`src/rtl/match_controller.sv`:
```
// match_controller: round/match sequencer for tic-tac-toe.
// Clears and enables the grid, tracks turns and the per-turn countdown,
// tallies round results and declares the best-of-N match winner.
module match_controller #(
    parameter int unsigned ROUNDS_TO_WIN = 2,
    parameter int unsigned TURN_LIMIT    = 15,
    parameter int unsigned END_HOLD      = 3,
    parameter int unsigned SCORE_W       = 3
) (
    input  logic               i_clk,
    input  logic               i_rst,
    input  logic               i_start,
    input  logic               i_tick,
    input  logic               i_move_commit,
    input  logic [1:0]         i_winner,
    input  logic [8:0]         i_occupied,
    output logic               o_play_en,
    output logic               o_grid_clr,
    output logic               o_turn_player,
    output logic               o_first_player,
    output logic [4:0]         o_time_left,
    output logic               o_turn_timeout,
    output logic [SCORE_W-1:0] o_p1_score,
    output logic [SCORE_W-1:0] o_p2_score,
    output logic [SCORE_W-1:0] o_draws,
    output logic [1:0]         o_match_winner,
    output logic [2:0]         o_state
);

    localparam int unsigned TIME_W  = 5;
    localparam int unsigned HOLD_W  = 4;
    localparam int unsigned STATE_W = 3;

    localparam logic [STATE_W-1:0] S_IDLE  = 3'd0;
    localparam logic [STATE_W-1:0] S_CLEAR = 3'd1;
    localparam logic [STATE_W-1:0] S_PLAY  = 3'd2;
    localparam logic [STATE_W-1:0] S_HOLD  = 3'd3;
    localparam logic [STATE_W-1:0] S_DONE  = 3'd4;

    localparam logic [TIME_W-1:0]  TURN_RELOAD = TIME_W'(TURN_LIMIT);
    localparam logic [HOLD_W-1:0]  HOLD_LAST   = HOLD_W'(END_HOLD);
    localparam logic [SCORE_W-1:0] SCORE_MAX   = {SCORE_W{1'b1}};
    localparam logic [SCORE_W-1:0] WIN_SCORE   = SCORE_W'(ROUNDS_TO_WIN);
    localparam logic [8:0]         BOARD_FULL  = 9'h1FF;

    logic [STATE_W-1:0] r_state;
    logic               r_turn_player;
    logic               r_first_player;
    logic [TIME_W-1:0]  r_time_left;
    logic [HOLD_W-1:0]  r_hold_cnt;
    logic [SCORE_W-1:0] r_p1_score;
    logic [SCORE_W-1:0] r_p2_score;
    logic [SCORE_W-1:0] r_draws;
    logic [1:0]         r_match_winner;
    logic               r_play_en;
    logic               r_grid_clr;
    logic               r_turn_timeout;

    logic [STATE_W-1:0] w_state_nx;
    logic               w_turn_player_nx;
    logic               w_first_player_nx;
    logic [TIME_W-1:0]  w_time_left_nx;
    logic [HOLD_W-1:0]  w_hold_cnt_nx;
    logic [HOLD_W-1:0]  w_hold_inc;
    logic [SCORE_W-1:0] w_p1_score_nx;
    logic [SCORE_W-1:0] w_p2_score_nx;
    logic [SCORE_W-1:0] w_draws_nx;
    logic [1:0]         w_match_winner_nx;

    function automatic logic [SCORE_W-1:0] sat_inc(input logic [SCORE_W-1:0] v);
        return (v == SCORE_MAX) ? v : v + SCORE_W'(1);
    endfunction

    assign w_hold_inc = r_hold_cnt + HOLD_W'(1);

    // Next-state and next-register values; flags are derived from the next state
    // so every output leaves a flop.
    always_comb begin
        w_state_nx        = r_state;
        w_turn_player_nx  = r_turn_player;
        w_first_player_nx = r_first_player;
        w_time_left_nx    = r_time_left;
        w_hold_cnt_nx     = r_hold_cnt;
        w_p1_score_nx     = r_p1_score;
        w_p2_score_nx     = r_p2_score;
        w_draws_nx        = r_draws;
        w_match_winner_nx = r_match_winner;

        case (r_state)
            S_IDLE, S_DONE: begin
                if (i_start) begin
                    w_p1_score_nx     = '0;
                    w_p2_score_nx     = '0;
                    w_draws_nx        = '0;
                    w_match_winner_nx = 2'b00;
                    w_first_player_nx = 1'b0;
                    w_state_nx        = S_CLEAR;
                end
            end
            S_CLEAR: begin
                w_turn_player_nx = r_first_player;
                w_time_left_nx   = TURN_RELOAD;
                w_hold_cnt_nx    = '0;
                w_state_nx       = S_PLAY;
            end
            S_PLAY: begin
                if (i_winner == 2'b01) begin
                    w_p1_score_nx = sat_inc(r_p1_score);
                    w_state_nx    = S_HOLD;
                end else if (i_winner == 2'b10) begin
                    w_p2_score_nx = sat_inc(r_p2_score);
                    w_state_nx    = S_HOLD;
                end else if (i_occupied == BOARD_FULL) begin
                    w_draws_nx = sat_inc(r_draws);
                    w_state_nx = S_HOLD;
                end else if (i_move_commit) begin
                    w_turn_player_nx = ~r_turn_player;
                    w_time_left_nx   = TURN_RELOAD;
                end else if (i_tick && (r_time_left != '0)) begin
                    w_time_left_nx = r_time_left - TIME_W'(1);
                end
            end
            S_HOLD: begin
                if (i_tick) begin
                    w_hold_cnt_nx = w_hold_inc;
                    if (w_hold_inc == HOLD_LAST) begin
                        if (r_p1_score == WIN_SCORE) begin
                            w_match_winner_nx = 2'b01;
                            w_state_nx        = S_DONE;
                        end else if (r_p2_score == WIN_SCORE) begin
                            w_match_winner_nx = 2'b10;
                            w_state_nx        = S_DONE;
                        end else begin
                            w_first_player_nx = ~r_first_player;
                            w_state_nx        = S_CLEAR;
                        end
                    end
                end
            end
            default: begin
                w_state_nx = S_IDLE;
            end
        endcase
    end

    // State and datapath registers; reset aborts everything immediately.
    always_ff @(posedge i_clk or posedge i_rst) begin
        if (i_rst) begin
            r_state        <= S_IDLE;
            r_turn_player  <= 1'b0;
            r_first_player <= 1'b0;
            r_time_left    <= '0;
            r_hold_cnt     <= '0;
            r_p1_score     <= '0;
            r_p2_score     <= '0;
            r_draws        <= '0;
            r_match_winner <= 2'b00;
            r_play_en      <= 1'b0;
            r_grid_clr     <= 1'b0;
            r_turn_timeout <= 1'b0;
        end else begin
            r_state        <= w_state_nx;
            r_turn_player  <= w_turn_player_nx;
            r_first_player <= w_first_player_nx;
            r_time_left    <= w_time_left_nx;
            r_hold_cnt     <= w_hold_cnt_nx;
            r_p1_score     <= w_p1_score_nx;
            r_p2_score     <= w_p2_score_nx;
            r_draws        <= w_draws_nx;
            r_match_winner <= w_match_winner_nx;
            r_play_en      <= (w_state_nx == S_PLAY);
            r_grid_clr     <= (w_state_nx == S_CLEAR);
            r_turn_timeout <= (w_state_nx == S_PLAY) && (w_time_left_nx == '0);
        end
    end

    assign o_play_en      = r_play_en;
    assign o_grid_clr     = r_grid_clr;
    assign o_turn_player  = r_turn_player;
    assign o_first_player = r_first_player;
    assign o_time_left    = r_time_left;
    assign o_turn_timeout = r_turn_timeout;
    assign o_p1_score     = r_p1_score;
    assign o_p2_score     = r_p2_score;
    assign o_draws        = r_draws;
    assign o_match_winner = r_match_winner;
    assign o_state        = r_state;

endmodule

```
`config.mk`:
```
export PLATFORM = sky130hd
export DESIGN_NAME = match_controller
export DESIGN_NICKNAME = d
export VERILOG_FILES = /design/src/rtl/match_controller.sv
export SDC_FILE = /design/constraint.sdc
export NUM_CORES = 1
export LEC_CHECK = 0
export CAP_MARGIN = 40
export CELL_PAD_IN_SITES_DETAIL_PLACEMENT = 0
export CELL_PAD_IN_SITES_GLOBAL_PLACEMENT = 1
export CORE_MARGIN = 10
export CORE_UTILIZATION = 37
export CTS_CLUSTER_SIZE = 20
export DETAILED_ROUTE_END_ITERATION = 16
export PLACE_DENSITY_LB_ADDON = 0.05
export SYNTH_ARGS = -nofsm -noshare
export SYNTH_HDL_FRONTEND = slang
export SYNTH_SLANG_ARGS = --single-unit
```
`constraint.sdc`:
```
create_clock -name i_clk -period 2.4 [get_ports i_clk]
set_input_delay 0.6 -clock i_clk [delete_from_list [all_inputs] [get_ports i_clk]]
set_output_delay 0.6 -clock i_clk [all_outputs]
set_load 0.03 [all_outputs]
```
==> run_results.csv, run 1 <==
group,metric,value,unit
timing,finalCritPeriodShare,92.46,%
synthesis,synthArstFlopShare,100.0,%
critical_path,crit_family,"simple AND/OR/NAND/NOR gates",
synthesis,synth_area_leader_cell,"dfrtp_1",
critical_path,worstSetupEndpointType,"flop",
synthesis,avgSynthCellArea,9.087,µm²
timing,tightest_slew,0.5823,ns
cells_and_area,utilization,52.01,%
run_status,status,"finished, final reports clean",
timing,hold_viol,0,
critical_path,path_class,"input port to flop",
synthesis,syn_nets,210,
floorplanning,fp.dieW,87.04,µm
timing,finalCriticalPeriod,2.219,ns
clocking,clk_latency,0.27,ns
place,portBuffers,39,
pwr,leakage,0.9793,nW
cells_and_area,diodes,0,
critical_path,max_stage_delay,0.44,ns
cells_and_area,layout-drive-gt1-share,10.55,%
synthesis,yosysUniqueCellTypes,39,
pwr,powerDensity,969.8,mW/mm²
detailed_routing,antenna_left,0,
synthesis,synth_top_area_share,42.14,%
run,cap_viol_max_count,0,
clocking,cts_max_level,1,
synthesis,syn_inst,183,
place,gp_congestion,0.8461,
worst_hold_path,min_path_type,"flop to flop",
critical_path,worst-path-max-fanout,4,
floorplanning,fp.dieArea,0.007576,mm²
detailed_routing,wire_per_inst,15.76,µm
clocking,path_clk_slew,0.09,ns
floorplanning,die_h,87.04,µm
synthesis,synth_ff_type,"dfrtp_1",
clocking,cts_buffers,3,
clocking,clk_path_buf_depth,2,
clocking,cts_tree,"built",
synthesis,post-synth-top-count-cell,"dfrtp_1",
floorplanning,start_util,38.19,%
floorplanning,rows,24,
synthesis,ys_ff_latch,28,
clocking,root_buffer,"clkbuf_8",
pwr,vdd_ir_drop_max,0.5387,mV
critical_path,required,2.59,ns
clocking,cts-resized-gates,0,
synthesis,syn_area,0.001663,mm²
timing,slew_viol_final,0,
global_route,grt_pass1_vias,1622,
detailed_routing,dr.pass1.iters,4,
global_route,grt_first_pass_wirelength,7714,µm
timing,finalSetupViolCount,0,
global_route,antenna_found_initial,0,
cells_and_area,syn_to_final_growth,36.19,%
cells_and_area,fin_nets,266,
detailed_routing,vias,1540,
timing,rsz0062_at_grt,"no",
floorplanning,coreArea,0.004354,mm²
detailed_routing,drtIter0Drc,58,
detailed_routing,drc,0,
critical_path,path_cells,"clkdlybuf4s50_1 -> xnor2_1 -> nand2_2 -> o32ai_2 -> o31ai_1 -> or3_1 -> nor4_2",
synthesis,yosysWarnings,0,
detailed_routing,avgViaCountPerCell,5.329,
synthesis,ys_top_cells_by_area,"dfrtp_1 42%, ha_1 8.3%, o21ai_0 5.1%, nand2_1 5.0%, nand3_1 4.2%",
global_route,grt_max_degree,29,
global_route,grt-ovfl-total,0,
timing,finClkSkew,0.002125,ns
synthesis,synth_edf_count,0,
place,place_hpwl,3604,µm
critical_path,crit_slowest_cell,"clkdlybuf4s50_1",
clocking,cts_setup_buffers,0,
synthesis,synthTopCellsByCount,"28 x dfrtp_1, 22 x nand2_1, 17 x o21ai_0",
clocking,clock_sinks,28,
critical_path,worst_setup_path_start_kind,"input port",
clocking,cts_hold_buf,0,
synthesis,ys_seq_area_share,42.14,%
floorplanning,io_pins,40,
global_route,grt_usage,12.51,%
timing,fin_hold_ws,0.5026,ns
timing,max_slew_margin,60.77,%
critical_path,critical_path_buf_inv_count,1,
detailed_routing,wirelength,4555,µm
timing,fmax,0.4506,GHz
critical_path,cp_data_arrival_time,2.41,ns
path summary, 6_finish.rpt:
check	slack, ns	endpoint	startpoint	cells past startpoint
max in group asynchronous	1.43	o_time_left[0]	i_rst	3
min in group asynchronous	0.69	o_match_winner[0]	i_rst	3
max reg2reg	0.23	o_turn_timeout	o_time_left[0]	8
max	0.18	o_turn_timeout	i_winner[0]	7
min	0.50	o_match_winner[1]	o_match_winner[1]	2
min reg2reg	0.50	o_match_winner[1]	o_match_winner[1]	2
worst min-delay path: stages, from the launching register on:
cell and delay (ns):
dfrtp_1 0.36, nand2_1 0.05, o21ai_0 0.06
placed cells by master (no fill, tap or decap), types with 2 or more instances in the layout:
cell	n
inv_1	16
o21a_1	2
o21ai_0	17
buf_4	15
mux2_2	2
nor2b_1	3
clkdlybuf4s50_1	39
a22o_1	2
xnor2_1	2
o22ai_1	3
nand2b_1	4
nand4_1	3
nand2_1	22
dfrtp_1	28
nor2_1	8
nor3_1	5
nand3_1	14
nor4b_1	2
or3_1	5
clkbuf_8	3
o31ai_1	6
ha_1	11
a21oi_1	8
logic make-up after synthesis:
family          Yosys count  share of synthesized area [%]
mux                       2                          1.354
fa+ha+maj                12                          8.879
xor+xnor                  3                          1.580
compound gates           46                          18.06
flops                    28                          42.14
simple gates             73                          23.25
buf+inv                  19                          4.741
area by class of cell:
cell class,count,area (µm²)
Clock buffer,3,41.29
Fill cell,422,2090
Inverter,16,60.06
Multi-Input combinational cell,136,894.6
Sequential cell,28,700.7
Tap cell,52,65.06
Timing Repair Buffer,54,503.0
metal layers:
layer | global-route usage [%] | vias up | routed length [µm]
li1 | - | 767 | -
met1 | 14.11 | 730 | 1903
met2 | 21.19 | 35 | 2208
met3 | 4.869 | 8 | 351
met4 | 3.682 | 0 | 90
met5 | 0 | - | 0
stage by stage:
stage | TNS, ns | setup WS [ns] | std cells | area [µm²] | total power, mW
after floorplan | 0 | 0.3019 | 183 | 1663 | 1.477
after global placement | -0.09609 | -0.09609 | 286 | 2212 | 1.919
after detailed placement | -0.2349 | -0.1517 | 286 | 2212 | 1.951
after CTS | 0 | 0.1399 | 289 | 2253 | 2.221
after global routing | 0 | 0.01896 | 289 | 2265 | 2.395
final | 0 | 0.1809 | 289 | 2265 | 2.196
power by group:
group / leakage (nW) / internal, mW / switching (mW)
clock: 0.0216 / 0.113 / 0.144
combinational: 0.602 / 0.495 / 0.671
sequential: 0.356 / 0.602 / 0.172
total: 0.979 / 1.21 / 0.987
flip-flops by register name (all words and copies together), names as in the netlist:
signal,flops
o_turn_player,1
o_play_en,1
r_hold_cnt,4
o_p2_score,3
o_grid_clr,1
o_state,3
o_time_left,5
o_first_player,1
o_p1_score,3
o_draws,3
o_match_winner,2
o_turn_timeout,1
Power figures use the tool's default switching activity.
==> run 2: changes to the inputs <==
--- a/config.mk
+++ b/config.mk
@@ -5,13 +5,15 @@
 export SDC_FILE = /design/constraint.sdc
 export NUM_CORES = 1
 export LEC_CHECK = 0
+export ABC_CLOCK_PERIOD_IN_PS = 2400
 export CAP_MARGIN = 40
 export CELL_PAD_IN_SITES_DETAIL_PLACEMENT = 0
 export CELL_PAD_IN_SITES_GLOBAL_PLACEMENT = 1
 export CORE_MARGIN = 10
-export CORE_UTILIZATION = 37
+export CORE_UTILIZATION = 46
 export CTS_CLUSTER_SIZE = 20
 export DETAILED_ROUTE_END_ITERATION = 16
+export DONT_BUFFER_PORTS = 1
 export PLACE_DENSITY_LB_ADDON = 0.05
 export SYNTH_ARGS = -nofsm -noshare
 export SYNTH_HDL_FRONTEND = slang
==> run_results.csv, run 2 (same netlist as run 1, synthesis figures left out) <==
group,metric,value,unit
detailed_routing,dr.pass1.iters,4,
clocking,clk_latency,0.35,ns
place,gp_congestion,0.9296,
worst_hold_path,min_path_type,"input port to asynchronous set/reset pin",
pwr,p_seq_share,42.6,%
detailed_routing,avgViaCountPerCell,5.716,
run_status,status,"finished, final reports clean",
timing,fmax,0.4618,GHz
detailed_routing,vias,1389,
timing,finClkSkew,0.004138,ns
critical_path,path_class,"flop to flop",
place,portBuffers,0,
critical_path,r2r-end,"o_turn_timeout",
floorplanning,die_h,80.13,µm
clocking,clk_path_buf_depth,2,
pwr,vdd_ir_drop_max,0.5646,mV
cells_and_area,utilization,53.74,%
timing,slew_viol_final,0,
timing,finalSetupViolCount,0,
clocking,cts_max_level,1,
critical_path,reg2reg_depth,7,
cells_and_area,layout-drive-gt1-share,12.18,%
cells_and_area,syn_to_final_growth,10.38,%
global_route,antenna_found_initial,0,
place,place_hpwl,3422,µm
floorplanning,fp.dieArea,0.006420,mm²
run,cap_viol_max_count,0,
cells_and_area,final_cell_mix,"28 x dfrtp_1, 22 x nand2_1, 17 x o21ai_0, 16 x inv_1, 14 x nand3_1",
pwr,power_frac_comb,44.9,%
cells_and_area,largest_reg_flops,5,
critical_path,required,2.67,ns
floorplanning,start_util,48.68,%
pwr,p_clk_share,12.5,%
floorplanning,io_pins,40,
cells_and_area,nFillCells,338,
global_route,grt-ovfl-total,0,
floorplanning,coreArea,0.003416,mm²
cells_and_area,diodes,0,
cells_and_area,layout_commonest_cell,"dfrtp_1",
timing,max_slew_margin,61.51,%
timing,fin_tns_setup,0,ns
clocking,cts_buffers,3,
floorplanning,rows,21,
clocking,path_clk_slew,0.16,ns
clocking,cts_hold_buf,0,
global_route,grt_pass1_vias,1496,
clocking,cts_setup_buffers,0,
global_route,grt_first_pass_wirelength,7107,µm
cells_and_area,final_cells,243,
critical_path,worst-path-max-fanout,5,
clocking,clock_sinks,28,
critical_path,worst_setup_path_start_kind,"flop",
timing,hold_viol,0,
critical_path,r2r_slack,0.23,ns
floorplanning,fp.dieW,80.13,µm
clocking,cts-resized-gates,0,
timing,tightest_slew,0.5713,ns
pwr,leakage,0.8081,nW
clocking,cts_tree,"built",
critical_path,cp_data_arrival_time,2.43,ns
detailed_routing,drc,0,
global_route,grt_usage,13.72,%
pwr,p_sw_share,48.50,%
timing,rsz0062_at_grt,"no",
detailed_routing,antenna_left,0,
pwr,powerDensity,1079,mW/mm²
clocking,root_buffer,"clkbuf_4",
timing,finalCriticalPeriod,2.165,ns
critical_path,worstReg2RegStart,"r_hold_cnt[0]",
pwr,internal_power,1.020,mW
detailed_routing,wirelength,4190,µm
place,dp.cells,239,
detailed_routing,drtIter0Drc,79,
detailed_routing,wire_per_inst,17.24,µm
cells_and_area,fin_nets,225,
critical_path,worstSetupEndpointType,"flop",
timing,fin_hold_ws,0.09526,ns
global_route,grt_max_degree,19,
pwr,p_switching,960.4,µW
timing,finalCritPeriodShare,90.23,%
==> run 2: worst max-delay path by stage <==
stage	start	to	slack, ns	cells after the start
after floorplan	o_state[1]	o_turn_timeout	0.30	7
after global placement	i_occupied[8]	o_turn_timeout	0.29	6
after global routing	r_hold_cnt[1]	o_turn_timeout	0.04	7
after CTS	r_hold_cnt[1]	o_turn_timeout	0.26	7
final	r_hold_cnt[0]	o_turn_timeout	0.23	7
after detailed placement	i_occupied[8]	o_turn_timeout	0.26	6
==> run 2: metrics by stage <==
| step | cell area [µm²] | power (mW) | setup slack (ns) |
|---|---|---|---|
| after floorplan | 1663 | 1.477 | 0.3019 |
| after global placement | 1799 | 1.726 | 0.2853 |
| after detailed placement | 1799 | 1.753 | 0.2558 |
| after CTS | 1836 | 1.997 | 0.2595 |
| after global routing | 1836 | 2.163 | 0.03778 |
| final | 1836 | 1.980 | 0.2346 |
==> run 2: cell type report <==
cell class                 count  area, µm²  area share, %
sequential                    28      700.7          38.17
tap                           46      57.56          3.136
clock buffer                   4      36.28          1.977
inverter                      16      60.06          3.272
timing repair buffer          13      97.59          5.317
multi-input combinational    136      883.3          48.13
==> run 2: metal layers <==
| layer | track usage, % | wire, µm | part of all wire [%] |
|---|---|---|---|
| met5 | 0 | 0 | 0 |
| met2 | 22.87 | 2026 | 48 |
| met3 | 4.788 | 314 | 7.5 |
| met4 | 5.810 | 124 | 3.0 |
| met1 | 15.55 | 1725 | 41 |
==> run 2: worst max-delay path, stage by stage, from the launching register on <==
cell       delay (ns)
dfrtp_1          0.45
ha_1             0.24
xnor2_1          0.17
o2111ai_1        0.22
nand3_1          0.20
nand4_1          0.21
or3_1            0.38
nor4_2           0.22
==> run 2: power by group through the flow <==
stage | Sequential, mW | Clock [mW] | Combinational [mW]
2_1_floorplan | 0.927 | 0 | 0.550
4_1_cts | 0.849 | 0.249 | 0.899
3_5_place_dp | 0.860 | 0 | 0.893
3_3_place_gp | 0.850 | 0 | 0.875
5_1_grt | 0.873 | 0.271 | 1.02
6_report | 0.844 | 0.247 | 0.889
==> run 3: changes to the inputs <==
--- a/config.mk
+++ b/config.mk
@@ -9,12 +9,12 @@
 export CAP_MARGIN = 40
 export CELL_PAD_IN_SITES_DETAIL_PLACEMENT = 0
 export CELL_PAD_IN_SITES_GLOBAL_PLACEMENT = 1
-export CORE_MARGIN = 10
+export CORE_MARGIN = 5
 export CORE_UTILIZATION = 46
 export CTS_CLUSTER_SIZE = 20
 export DETAILED_ROUTE_END_ITERATION = 16
 export DONT_BUFFER_PORTS = 1
-export PLACE_DENSITY_LB_ADDON = 0.05
+export PLACE_DENSITY = 0.77
 export SYNTH_ARGS = -nofsm -noshare
 export SYNTH_HDL_FRONTEND = slang
 export SYNTH_SLANG_ARGS = --single-unit
==> run_results.csv, run 3 (same netlist as run 1, synthesis figures left out) <==
group,metric,value,unit
run_status,status,"finished, final reports clean",
timing,fmax,0.4652,GHz
critical_path,cp_data_arrival_time,2.42,ns
timing,finalCritPeriodShare,89.56,%
floorplanning,io_pins,40,
critical_path,max_stage_delay,0.46,ns
clocking,clk_latency,0.34,ns
detailed_routing,vias,1379,
floorplanning,die_h,70.13,µm
global_route,grt-ovfl-total,0,
timing,rsz0062_at_grt,"no",
cells_and_area,fin_nets,223,
cells_and_area,multi_input_area,883.3,µm²
detailed_routing,wire_per_inst,16.14,µm
pwr,powerDensity,1106,mW/mm²
detailed_routing,dr_wl_met2,1933,µm
critical_path,required,2.67,ns
critical_path,crit_slowest_cell,"dfrtp_1",
timing,slew_viol_final,0,
detailed_routing,drc,0,
run,cap_viol_max_count,0,
cells_and_area,final_cells,241,
detailed_routing,antenna_left,0,
detailed_routing,dr.pass1.iters,4,
global_route,grt_max_degree,29,
pwr,leakage,0.8052,nW
detailed_routing,wl_met3,269,µm
place,dp.cells,237,
cells_and_area,diodes,0,
floorplanning,fp.dieW,70.13,µm
timing,finalSetupViolCount,0,
critical_path,worstSetupEndpointType,"flop",
place,portBuffers,0,
critical_path,worst-path-max-fanout,6,
pwr,vdd_ir_drop_max,0.6126,mV
floorplanning,rows,21,
cells_and_area,largest_reg_flops,5,
clocking,clk_path_buf_depth,2,
clocking,cts_max_level,1,
global_route,grt_first_pass_wirelength,6782,µm
worst_hold_path,min_path_type,"input port to asynchronous set/reset pin",
detailed_routing,top_layer_used,"met4",
critical_path,reg2reg_depth,7,
clocking,cts-resized-gates,0,
clocking,cts_setup_buffers,0,
critical_path,worst_setup_path_start_kind,"flop",
timing,hold_viol,0,
clocking,clock_sinks,28,
cells_and_area,final_cell_mix,"28 x dfrtp_1, 22 x nand2_1, 17 x o21ai_0, 16 x inv_1, 14 x nand3_1",
global_route,antenna_found_initial,0,
cells_and_area,layout_commonest_cell,"dfrtp_1",
place,gp_congestion,0.8401,
cells_and_area,regArea,700.7,µm²
detailed_routing,avgViaCountPerCell,5.722,
critical_path,path_cells,"ha_1 -> xnor2_1 -> o2111ai_1 -> nand3_1 -> nand4_1 -> or3_1 -> nor4_2",
place,place_hpwl,3049,µm
clocking,root_buffer,"clkbuf_4",
clocking,path_clk_slew,0.16,ns
clocking,cts_buffers,3,
cells_and_area,nFillCells,333,
timing,finClkSkew,0.006303,ns
detailed_routing,wirelength,3890,µm
timing,fin_tns_setup,0,ns
timing,finalCriticalPeriod,2.149,ns
detailed_routing,wl_met1,1643,µm
global_route,grt_pass1_vias,1469,
clocking,cts_hold_buf,0,
floorplanning,coreArea,0.003416,mm²
floorplanning,start_util,48.68,%
timing,max_slew_margin,61.09,%
floorplanning,fp.dieArea,0.004918,mm²
global_route,grt_usage,16.71,%
cells_and_area,syn_to_final_growth,10.46,%
timing,tightest_slew,0.5791,ns
cells_and_area,layout-drive-gt1-share,11.28,%
critical_path,path_class,"flop to flop",
detailed_routing,drtIter0Drc,115,
clocking,cts_tree,"built",
run 3: changes by cell type in the layout (fill, tap and decap cells not counted), sizes merged:
cell    delta
bufinv     +1
buf        -2
clkbuf     -1
run 3: metrics by stage:
| step | hold WS (ns) | cell area [µm²] | utilization, % | power (mW) | setup WS, ns |
|---|---|---|---|---|---|
| finish | 0.1924 | 1837 | 53.77 | 2.031 | 0.2505 |
| detailed placement | 0.5525 | 1784 | 52.23 | 1.723 | 0.2303 |
| global placement | 0.5365 | 1784 | 52.23 | 1.687 | 0.2696 |
| CTS | 0.2000 | 1837 | 53.77 | 2.044 | 0.2560 |
| floorplan | 0.5076 | 1663 | - | 1.477 | 0.3019 |
| global route | 0.2066 | 1837 | 53.77 | 2.189 | 0.08689 |
run 3: critical path, delay by kind of cell (launching register included):
kind            cells  cell delay, ns
fa+ha+maj           1            0.23
compound gates      1            0.22
xor+xnor            1            0.18
flops               1            0.46
simple gates        4            0.99
run 3: layer usage:
metal	global-route usage, %	vias to the layer above
met5	0	-
met4	5.532	0
met3	3.874	5
met2	29.70	39
met1	19.69	657
li1	-	678
run 3: final timing paths:
path	start	end	slack, ns
max	r_hold_cnt[1]	o_turn_timeout	0.25
min	i_rst	o_p2_score[1]	0.19
max reg2reg	r_hold_cnt[1]	o_turn_timeout	0.25
min reg2reg	r_hold_cnt[3]	r_hold_cnt[3]	0.58
max in group asynchronous	i_rst	o_play_en	1.95
min in group i_clk	i_start	o_state[2]	0.32
run 3: power breakdown:
group          switching [mW]  internal (mW)
Sequential              0.280          0.599
Clock                   0.148          0.169
Combinational           0.525          0.310
Total                   0.953           1.08
run 3: final cells by class:
cell class | instances | share of cell area (%)
Clock inverter | 1 | 1.635
Timing Repair Buffer | 11 | 4.496
Clock buffer | 3 | 1.226
Tap cell | 46 | 3.134
Inverter | 16 | 3.270
Multi-Input combinational cell | 136 | 48.09
Sequential cell | 28 | 38.15
